**src/rtl/mdu_pkg.sv**
```systemverilog
// Shared encodings for the iterative multiply/divide unit: operation codes
// and the controller state encoding.
package mdu_pkg;

  typedef enum logic [1:0] {
    OP_MULTU = 2'b00,
    OP_MULT  = 2'b01,
    OP_DIVU  = 2'b10,
    OP_DIV   = 2'b11
  } mdu_op_t;

  typedef enum logic [1:0] {
    S_IDLE = 2'b00,
    S_CALC = 2'b01,
    S_FIX  = 2'b10,
    S_DONE = 2'b11
  } mdu_state_t;

endpackage

```
**src/rtl/mdu_iter.sv**
```systemverilog
// Iterative multiply/divide unit with architectural HI/LO registers.
// Works on magnitudes for WIDTH cycles, then applies sign correction in FIX.
module mdu_iter
  import mdu_pkg::*;
#(
  parameter int WIDTH = 32
) (
  input  logic             clk,
  input  logic             reset,
  input  logic             start,
  input  logic [1:0]       op,
  input  logic [WIDTH-1:0] a,
  input  logic [WIDTH-1:0] b,
  input  logic             hi_we,
  input  logic             lo_we,
  input  logic [WIDTH-1:0] wdata,
  output logic             busy,
  output logic             done,
  output logic             div_zero,
  output logic [WIDTH-1:0] hi,
  output logic [WIDTH-1:0] lo
);

  localparam int CNT_W = $clog2(WIDTH + 1);

  function automatic logic [WIDTH-1:0] cneg(input logic [WIDTH-1:0] x, input logic en);
    return en ? (~x + WIDTH'(1)) : x;
  endfunction

  mdu_state_t           state;
  mdu_op_t              op_q;
  logic [WIDTH-1:0]     a_raw;
  logic [WIDTH-1:0]     b_abs;
  logic                 neg_res;
  logic                 neg_rem;
  logic [CNT_W-1:0]     cnt;
  logic [2*WIDTH-1:0]   acc;

  logic                 in_signed;
  logic [WIDTH-1:0]     a_in_abs;
  logic [WIDTH-1:0]     b_in_abs;
  logic                 is_div;
  logic [WIDTH:0]       mul_sum;
  logic [WIDTH:0]       div_shift;
  logic [WIDTH:0]       div_trial;
  logic [2*WIDTH-1:0]   acc_next;
  logic [2*WIDTH-1:0]   prod_fix;
  logic [WIDTH-1:0]     quot_fix;
  logic [WIDTH-1:0]     rem_fix;

  // Operand magnitudes at launch; unsigned ops pass the raw value through.
  always_comb begin
    in_signed = op[0];
    a_in_abs  = cneg(a, in_signed & a[WIDTH-1]);
    b_in_abs  = cneg(b, in_signed & b[WIDTH-1]);
  end

  // One iteration: acc low half holds the multiplier bits (multiply) or the
  // dividend bits being shifted out while quotient bits shift in (divide).
  always_comb begin
    is_div    = (op_q == OP_DIVU) || (op_q == OP_DIV);
    mul_sum   = {1'b0, acc[2*WIDTH-1:WIDTH]} + (acc[0] ? {1'b0, b_abs} : '0);
    div_shift = {acc[2*WIDTH-1:WIDTH], acc[WIDTH-1]};
    div_trial = div_shift - {1'b0, b_abs};
    acc_next  = {mul_sum, acc[WIDTH-1:1]};
    if (is_div) begin
      if (!div_trial[WIDTH])
        acc_next = {div_trial[WIDTH-1:0], acc[WIDTH-2:0], 1'b1};
      else
        acc_next = {div_shift[WIDTH-1:0], acc[WIDTH-2:0], 1'b0};
    end
  end

  always_comb begin
    prod_fix = neg_res ? (~acc + (2*WIDTH)'(1)) : acc;
    quot_fix = cneg(acc[WIDTH-1:0], neg_res);
    rem_fix  = cneg(acc[2*WIDTH-1:WIDTH], neg_rem);
  end

  always_ff @(posedge clk) begin
    if (reset) begin
      state    <= S_IDLE;
      op_q     <= OP_MULTU;
      a_raw    <= '0;
      b_abs    <= '0;
      neg_res  <= 1'b0;
      neg_rem  <= 1'b0;
      cnt      <= '0;
      acc      <= '0;
      busy     <= 1'b0;
      done     <= 1'b0;
      div_zero <= 1'b0;
      hi       <= '0;
      lo       <= '0;
    end else begin
      done <= 1'b0;
      // MTHI/MTLO only land while no operation owns HI/LO.
      if (state == S_IDLE || state == S_DONE) begin
        if (hi_we) hi <= wdata;
        if (lo_we) lo <= wdata;
      end
      case (state)
        S_IDLE: begin
          if (start) begin
            op_q     <= mdu_op_t'(op);
            a_raw    <= a;
            b_abs    <= b_in_abs;
            neg_res  <= in_signed & (a[WIDTH-1] ^ b[WIDTH-1]);
            neg_rem  <= in_signed & a[WIDTH-1];
            acc      <= {{WIDTH{1'b0}}, a_in_abs};
            cnt      <= CNT_W'(WIDTH);
            div_zero <= 1'b0;
            busy     <= 1'b1;
            state    <= S_CALC;
          end
        end
        S_CALC: begin
          acc <= acc_next;
          cnt <= cnt - CNT_W'(1);
          if (cnt == CNT_W'(1)) state <= S_FIX;
        end
        S_FIX: begin
          if (is_div) begin
            if (b_abs == '0) begin
              hi       <= a_raw;
              lo       <= '1;
              div_zero <= 1'b1;
            end else begin
              hi <= rem_fix;
              lo <= quot_fix;
            end
          end else begin
            hi <= prod_fix[2*WIDTH-1:WIDTH];
            lo <= prod_fix[WIDTH-1:0];
          end
          busy  <= 1'b0;
          done  <= 1'b1;
          state <= S_DONE;
        end
        S_DONE: begin
          state <= S_IDLE;
        end
        default: state <= S_IDLE;
      endcase
    end
  end

endmodule

```
**config.mk**
```make
export PLATFORM = sky130hd
export DESIGN_NAME = mdu_iter
export DESIGN_NICKNAME = d
export VERILOG_FILES = /design/src/rtl/mdu_pkg.sv /design/src/rtl/mdu_iter.sv
export SDC_FILE = /design/constraint.sdc
export NUM_CORES = 1
export LEC_CHECK = 0
export BUFFER_PORTS_ARGS = -buffer_cell sky130_fd_sc_hd__buf_2
export CAP_MARGIN = 25
export CORE_AREA = 4 4 185 187
export CTS_CLUSTER_SIZE = 16
export DETAILED_ROUTE_END_ITERATION = 7
export DIE_AREA = 0 0 189 191
export GPL_TIMING_DRIVEN = 0
export PLACE_DENSITY = 0.69
export SETUP_SLACK_MARGIN = 0.4
export SYNTH_ARGS = -nofsm -noshare
export SYNTH_HDL_FRONTEND = slang
export SYNTH_SLANG_ARGS = --single-unit
```
**constraint.sdc**
```tcl
create_clock -name clk -period 4.7 [get_ports clk]
set_clock_uncertainty 0.2 [all_clocks]
set_input_delay 0.705 -clock clk [delete_from_list [all_inputs] [get_ports clk]]
set_output_delay 0.705 -clock clk [all_outputs]
set_load 0.02 [all_outputs]
```
---- Word-level counts from Yosys, hierarchy flattened ----
Index checks and enable logic that the tools add are counted.
operators by class
  add/sub/neg operators ................... 8
  $mul .................................... 0
  div/mod/pow operators ................... 0
  order comparisons ....................... 0
  equality and inequality tests ........... 10
  shift operators ......................... 0
  multiplexer cells ....................... 32
  bitwise gates (word level) .............. 9
  reductions and logical operators ........ 16
operator list
  cell                                              number
  two-way mux 32 bit                                15
  two-way mux 64 bit                                4
  adder 32 x 1 -> 32 bit, second input constant     4
  inverter 32 bit                                   4
  case mux 64 bit (2 select lines)                  1
  adder 64 x 1 -> 64 bit, second input constant     1
  inverter 64 bit                                   1
  adder 32 x 32 -> 33 bit                           1
  subtractor 33 x 32 -> 33 bit                      1
  zero test 32 bit                                  1
  case mux 6 bit (2 select lines)                   1
  AND reduction 2 bit                               6
  nonzero test 2 bit                                5
  == test 2 bit, second input constant              4
  inequality test 2 bit, second input constant      4
  case mux 2 bit (4 select lines)                   1
  == test 6 x 1 -> 1 bit, second input constant     1
  two-way mux 6 bit                                 1
  subtractor 6 x 1 -> 6 bit, second input constant  1
  two-way mux 1 bit                                 5
  two-way mux 2 bit                                 2
  case mux 1 bit (2 select lines)                   2
  AND reduction 4 bit                               1
  AND 1 bit                                         3
  4 further kinds                                   5
storage, ports and cells
  register bits ........................... 207
  bits in latches ......................... 0
  memory bits (writable) .................. 0
  ROM bits ................................ 0
  input port bits ......................... 103
  output and inout bits ................... 67
  word-level logic and storage cells ...... 88
  memories kept ........................... 0

---- Logic depth before layout (Yosys ltp) ----
Gate-level depths: netlist (run 1).
  depth in word-level cells ............... 6
  gate-level depth with buffers ........... 15

---- Least setup slack after synthesis (run 1) ----
Ideal clock, no wire load.
  path kind ............................... input -> register
  from .................................... in b[8]
  to ...................................... reg b_abs[25]
  library setup time ...................... 0.086 ns
  arrival ................................. 3.162 ns
  required time ........................... 4.414 ns
  slack ................................... 1.252 ns
  cell stages on the path ................. 9
  path buffers ............................ 0
  cell sequence ........................... or4_4 > or3_1 > or2_1 > nand2b_1 > or2_1 > or4_4 > o31ai_2 > xor2_1 > a211oi_1
between the ends
  longest elaborated chain between the ends .. 3
RTL lines
  item                    line             RTL
  start, declared         mdu_iter.sv:13   input logic [WIDTH-1:0] b,
  inverter 32 bit         mdu_iter.sv:27   return en ? (~x + WIDTH'(1)) : x;
  adder 32 x 1 -> 32 bit  mdu_iter.sv:27
  two-way mux 32 bit      mdu_iter.sv:27
  end signal, assigned    mdu_iter.sv:107  b_abs <= b_in_abs;
  end, declared           mdu_iter.sv:33   logic [WIDTH-1:0] b_abs;
Every way passes these cells.
A chain may end at the register's enable or synchronous reset.

---- Worst setup path in the final report (run 1) ----
  from .................................... reg acc[31]
  to ...................................... reg acc[48]
between the ends
  longest elaborated chain between the ends .. 4
RTL lines
  item                              line             RTL
  start, declared                   mdu_iter.sv:37   logic [2*WIDTH-1:0] acc;
  start signal, assigned            mdu_iter.sv:110  acc <= {{WIDTH{1'b0}}, a_in_abs};
  start signal, assigned            mdu_iter.sv:118  acc <= acc_next;
  subtractor 33 x 32 -> 33 bit      mdu_iter.sv:64   div_trial = div_shift - {1'b0, b_abs};
  two-way mux 64 bit                mdu_iter.sv:67   if (!div_trial[WIDTH])
  two-way mux 64 bit                mdu_iter.sv:66   if (is_div) begin
  case mux 64 bit (2 select lines)  mdu_iter.sv:102  case (state)
Every way passes these cells.

==> flow_summary.toml, run 1 <==
[floorplan]
pin_count = 170
start_util_pct = 49.7
die_area_um2 = 36100
rows = 66
die_w_um = 189
core_um2 = 32500
die_y_um = 191

[synth]
synth-async-reset-ratio_pct = 0
netlist_instances = 2207
synthTopCellsByCount = "nand2_1 (345), a21oi_1 (220), dfxtp_1 (206), nor2_1 (163), clkbuf_1 (155)"
synth_top_area_share_pct = 25.5
synth_area_leader_cell = "dfxtp_1"
yosys-top-cells-area = "dfxtp_1 (26%), nand2_1 (8.0%), a21oi_1 (6.8%)"
ys_ff_latch = 206
yosysWarnings = 0
syn_nets = 2386
synth_edf_count = 0
yosysUniqueCellTypes = 76
synthMostInstantiatedCell = "nand2_1"
synth-main-ff-cell = "dfxtp_1"
seq_area_frac_synth_pct = 25.5
syn_area_um2 = 16100
avgSynthCellArea_um2 = 7.31

[place]
dp.cells = 2817
dpl_cell_area_um2 = 17500
dpl.hpwl_um = 55800
port-buffer-count = 168
place_congestion = 1.09

[cts]
cts_made_buffers = 26
cts.path.max_buffers = 3
cts_setup_buffers = 0
cts_resized = 6
worstSkewPairLatency_ns = 0.57
cts-root-buf = "clkbuf_16"
clock_sinks = 206
clk_pin_slew_ns = 0.06
cts_tree = "done"
h-tree-depth = 1
cts-hold-fix-buffers = 0

[worst_setup_path]
cp_top_family = "compound AO/OA/AOI/OAI gates"
required_ns = 4.91
path_buf_inv = 3
crit_top_cell = "a21o_1"
path_class = "reg2reg"
path_cells = "inv_1 -> ha_1 -> fa_1 -> nand2b_1 -> a21o_1 -> a21oi_1 -> a21o_1 -> a211oi_2 -> xnor2_1 -> clkbuf_2 -> buf_2 -> mux2i_1 -> o21ai_0"
max_stage_delay_ns = 0.50
cp.arrival_ns = 4.29
critPathSlowestCell = "dfxtp_1"
worst-path-stages = 13
setup.worst_path.end_class = "flop"
crit_fanout = 10
crit_path_start_kind = "flop"
reg2reg_depth = 13

[sta]
hold_violations = 0
final.setup.tns_ns = 0
slew_headroom_pct = 26.8
finalSetupViolCount = 0
tightest_slew_ns = 1.10
drv_slew = 0
rsz0062_at_grt = "false"
holdWs_ns = 0.201
fin_crit_ns = 4.08
clock.fmax_ghz = 0.245
timing.final.crit_share_pct = 86.8

[global_routing]
grt_max_degree = 14
grt_usage_pct = 36.9
globalRouteOverflowTotal = 0
antenna_found_initial = 1
first_global_vias = 17000
grt_pass1_wl_um = 103000

[power_and_ir_drop]
pwr-share-comb_pct = 51.1
leakage_uw = 0.00743
power_density_nw_per_um2 = 532
intPower_uw = 5080
ir_drop_v = 0.000385
switchingPower_uw = 4760
p_seq_share_pct = 26.6
swShare_pct = 48.3
clkPwrFrac_pct = 22.4

[outcome]
status = "complete, no violations"

[detailed_routing]
firstDrtPassIters = 8
num_vias = 18300
detail-route-antenna-nets = 0
drt_wl_total_um = 70000
wl_per_cell_um = 24.4
drt-vias-per-instance = 6.40
drc_errors = 0
drt_iter0_drc = 2227

[flow_run]
cap_violations = 0

[layout]
final-instance-count-excl-fill = 2867
syn_to_final_growth_pct = 14.7
drive_gt1_share_pct = 10.7
fin_nets = 2583
n_fill_cell = 3180
design_area_um2 = 18500
finish.utilization_pct = 57.0

[worst_hold_path]
hold_class = "in2reg"
holdPathStages = 3
-- cell families (layout without fill, tap and decap cells) --
group	count (synthesis)	in the layout	share of synthesized area [%]
other	0	1	0
buffers and inverters	237	454	5.56
AOI/OAI and AO/OA	701	701	28.6
muxes	44	44	2.74
adders and majority gates	76	76	5.98
DFF	206	206	25.5
xor gates and xnor gates	193	193	10.5
and+or+nand+nor	750	750	21.1
-- worst paths after layout --
kind | slack, ns | from | endpoint
worst max-delay path | 0.62 | acc[31] | acc[48]
worst min-delay path | 0.20 | wdata[4] | hi[4]
worst max register to register | 0.62 | acc[31] | acc[48]
worst min register to register | 0.24 | hi[30] | hi[30]
-- metal layers --
layer  up-vias  global-route usage, %  share of wire (%)
met4         2                   10.5                3.1
met1      8777                   51.5                 42
met3       151                   9.68                 12
li1       8375                      -                  -
met5         -                      0               0.11
met2      1031                   56.2                 42
-- registers in the layout (all words and copies together) (netlist names) --
| signal | flops |
|---|---|
| busy | 1 |
| done | 1 |
| b_abs | 32 |
| state | 2 |
| neg_res | 1 |
| op_q | 1 |
| a_raw | 32 |
| neg_rem | 1 |
| hi | 32 |
| lo | 32 |
| acc | 64 |
| cnt | 6 |
| div_zero | 1 |
-- power groups by stage --
| stage | clock network (µW) | logic (µW) | registers [µW] |
|---|---|---|---|
| floorplan | 0 | 3030 | 2670 |
| global placement | 0 | 4770 | 2610 |
| detailed placement | 0 | 4820 | 2620 |
| CTS | 2190 | 4850 | 2590 |
| global route | 2260 | 5380 | 2650 |
| finish | 2200 | 5020 | 2610 |
-- area by class of cell --
cell class	instances	area, µm²	area share, %
Multi-Input combinational cell	1764	11100	60.2
Sequential cell	206	4120	22.3
Timing Repair Buffer	169	848	4.58
Clock buffer	35	744	4.02
Buffer	173	667	3.60
Tap cell	442	553	2.99
Inverter	64	240	1.30
Clock inverter	13	193	1.04
Antenna cell	1	2.50	0.0135
-- per-stage QoR --
stage / worst slack (ns) / power, µW
floorplan: 1.25 / 5700
global placement: 0.0647 / 7370
detailed placement: 0.0498 / 7440
CTS: 0.428 / 9620
global route: 0.432 / 10300
finish: 0.621 / 9840
-- tightest hold or removal path: cells and delay by family --
kind	cells	cell delay [ns]
AND/OR/NAND/NOR	1	0.06
buffers and inverters	1	0.09
AO/OA/AOI/OAI	1	0.08
-- layout by cell type, fill, tap and decap left out, types with 7 or more instances in the layout --
cell         n
and2_1      10
o21ai_0    121
or4_1       15
a21o_1      33
or3_1       18
buf_2      175
nand3_1     25
nor2b_1     22
a21oi_1    219
clkbuf_1   150
nor2_1     163
xnor2_1    116
xor2_1      77
a31oi_1     15
a22oi_1     22
nand4_1     12
nor3_1      42
nand2_1    345
o41ai_1     16
o221ai_1    42
ha_1        74
clkbuf_16   26
nand2b_1    23
a31o_2       7
o21bai_1    10
mux2i_1     43
inv_1       64
o211ai_1    47
buf_1       12
a311oi_1    13
nor4_1      28
o31ai_1     34
or2_2       12
a211oi_1    36
a221oi_1    10
and3_1      17
clkbuf_2     7
dfxtp_1    206
No activity file was read; power rests on OpenSTA's default activity.
==> inputs of run 2 (changes only) <==
==> config.mk (replaced) <==
export PLATFORM = sky130hd
export DESIGN_NAME = mdu_iter
export DESIGN_NICKNAME = d
export VERILOG_FILES = /design/src/rtl/mdu_pkg.sv /design/src/rtl/mdu_iter.sv
export SDC_FILE = /design/constraint.sdc
export NUM_CORES = 1
export LEC_CHECK = 0
export BUFFER_PORTS_ARGS = -buffer_cell sky130_fd_sc_hd__clkbuf_2
export CAP_MARGIN = 25
export CORE_AREA = 5 5 186 188
export CTS_CLUSTER_SIZE = 16
export DETAILED_ROUTE_END_ITERATION = 7
export DIE_AREA = 0 0 191 193
export GPL_TIMING_DRIVEN = 0
export PLACE_DENSITY = 0.72
export SETUP_SLACK_MARGIN = 0.4
export SYNTH_ARGS = -nofsm -noshare
export SYNTH_HDL_FRONTEND = slang
export SYNTH_SLANG_ARGS = --single-unit
==> constraint.sdc (replaced) <==
create_clock -name clk -period 3.5 [get_ports clk]
set_clock_uncertainty 0.2 [all_clocks]
set_input_delay 0.525 -clock clk [delete_from_list [all_inputs] [get_ports clk]]
set_output_delay 0.525 -clock clk [all_outputs]
set_load 0.02 [all_outputs]
==> flow_summary.toml, run 2 (synthesis results as in run 1) <==
[detailed_routing]
drc_errors = 1
drt_iter0_drc = 2552
firstDrtPassIters = 8
drt_wl_total_um = 74100
detail-route-antenna-nets = 0
num_vias = 19100
drt-vias-per-instance = 6.48
wl_per_cell_um = 25.1

[power_and_ir_drop]
ir_drop_v = 0.000620
switchingPower_uw = 6980
pwr-share-comb_pct = 56.5
leakage_uw = 0.00830
p_seq_share_pct = 24.9
power_uw = 14400
power_density_nw_per_um2 = 677
intPower_uw = 7430
swShare_pct = 48.4
clkPwrFrac_pct = 18.6

[sta]
fin_crit_ns = 3.32
slew_headroom_pct = 29.6
finalSetupViolCount = 0
clock.fmax_ghz = 0.302
rsz0062_at_grt = "true"
timing.final.crit_share_pct = 94.7
drv_slew = 0
setup_slack_ns = 0.184
hold_violations = 0
final.setup.tns_ns = 0
tightest_slew_ns = 1.06

[flow_run]
cap_violations = 0

[layout]
register_area_um2 = 4200
syn_to_final_growth_pct = 31.8
layout_common_cells = "nand2_1 (339), a21oi_1 (196), clkbuf_2 (187)"
largest_reg_flops = 64
final_common_cell = "nand2_1"
top_register = "acc"
n_fill_cell = 2891
fin_nets = 2664
multi_input_area_um2 = 12900
finish.utilization_pct = 64.6
drive_gt1_share_pct = 26.6

[worst_setup_path]
critPathSlowestCell = "or4_4"
reg2reg_depth = 9
path_class = "reg2reg"
setup.worst_path.end_class = "flop"
worst-path-stages = 9
cp.arrival_ns = 3.58
required_ns = 3.76
path_cells = "or4_4 -> nor4_4 -> nand4_1 -> or2_1 -> buf_6 -> a32o_1 -> a311oi_2 -> nand3_1 -> a311oi_2"
crit_fanout = 7
crit_path_start_kind = "flop"
path_buf_inv = 1
max_stage_delay_ns = 0.55
cp_top_family = "simple AND/OR/NAND/NOR gates"
crit_top_cell = "a311oi_2"

[global_routing]
antenna_found_initial = 1
globalRouteOverflowTotal = 0
grt_pass1_wl_um = 107000
first_global_vias = 17500
grt_max_degree = 14
grt_usage_pct = 37.6

[cts]
cts-hold-fix-buffers = 0
clk_pin_slew_ns = 0.06
cts-root-buf = "clkbuf_16"
cts_tree = "done"
worstSkewPairLatency_ns = 0.56
clock_sinks = 206
cts.path.max_buffers = 3
cts_made_buffers = 25
h-tree-depth = 1

[worst_hold_path]
hold_class = "in2reg"
holdPathStages = 3

[floorplan]
core_um2 = 32900
start_util_pct = 49.0
rows = 67
die_area_um2 = 36900
die_w_um = 191
pin_count = 170
die_y_um = 193

[place]
dpl.hpwl_um = 56000
port-buffer-count = 168
dp_slack_ns = -0.796
place_congestion = 1.04

[outcome]
violations = "DRC"
status = "complete, but fails checks"
-- run 2: routing by layer --
metal | vias to the layer above | part of all wire [%] | track usage [%]
met5 | - | 0 | 0
met4 | 0 | 4.7 | 12.0
met3 | 255 | 12 | 9.72
met2 | 1175 | 43 | 57.7
met1 | 9131 | 40 | 51.9
li1 | 8559 | - | -
-- run 2: power by group through the flow --
| stage | Combinational [µW] | Sequential, µW | Clock [µW] |
|---|---|---|---|
| global route | 8650 | 3620 | 2750 |
| floorplan | 4080 | 3590 | 0 |
| finish | 8140 | 3590 | 2670 |
| detailed placement | 6490 | 3530 | 0 |
| CTS | 7260 | 3500 | 2660 |
| global placement | 6430 | 3510 | 0 |
-- run 2: path summary, 6_finish.rpt --
kind         startpoint  endpoint  slack [ns]
max             acc[18]     hi[1]        0.18
max reg2reg     acc[18]     hi[1]        0.18
min            wdata[4]     hi[4]        0.04
min reg2reg      hi[12]    hi[12]        0.23
-- run 2: timing repair --
action                     4_1_cts  5_1_grt
buffers inserted                35       42
cloned                           5        1
pin swaps                       69      149
gates resized for setup        254      340
setup endpoints to repair      101      109
-- run 2: area by class of cell --
cell class                 count  share of cell area, %
sequential                   206                   19.7
clock inverter                10                  0.576
buffer                       173                   4.32
inverter                      64                   1.28
tap                          448                   2.63
timing repair buffer         251                   7.72
antenna                        1                 0.0118
multi-input combinational   1764                   60.4
clock buffer                  34                   3.29
-- run 2: worst min-delay path: cells and delay by family --
family | cells | cell delay [ns]
compound gates | 1 | 0.08
simple gates | 1 | 0.05
buf+inv | 1 | 0.10
-- run 2: through the flow --
step / hold WS [ns] / instance area (µm²) / cells
after floorplan: 0.233 / 16200 / 2207
after global placement: 0.228 / 17600 / 2823
after detailed placement: 0.229 / 17600 / 2823
after CTS: 0.0289 / 19700 / 2907
after global routing: 0.0551 / 21300 / 2950
final: 0.0397 / 21300 / 2951
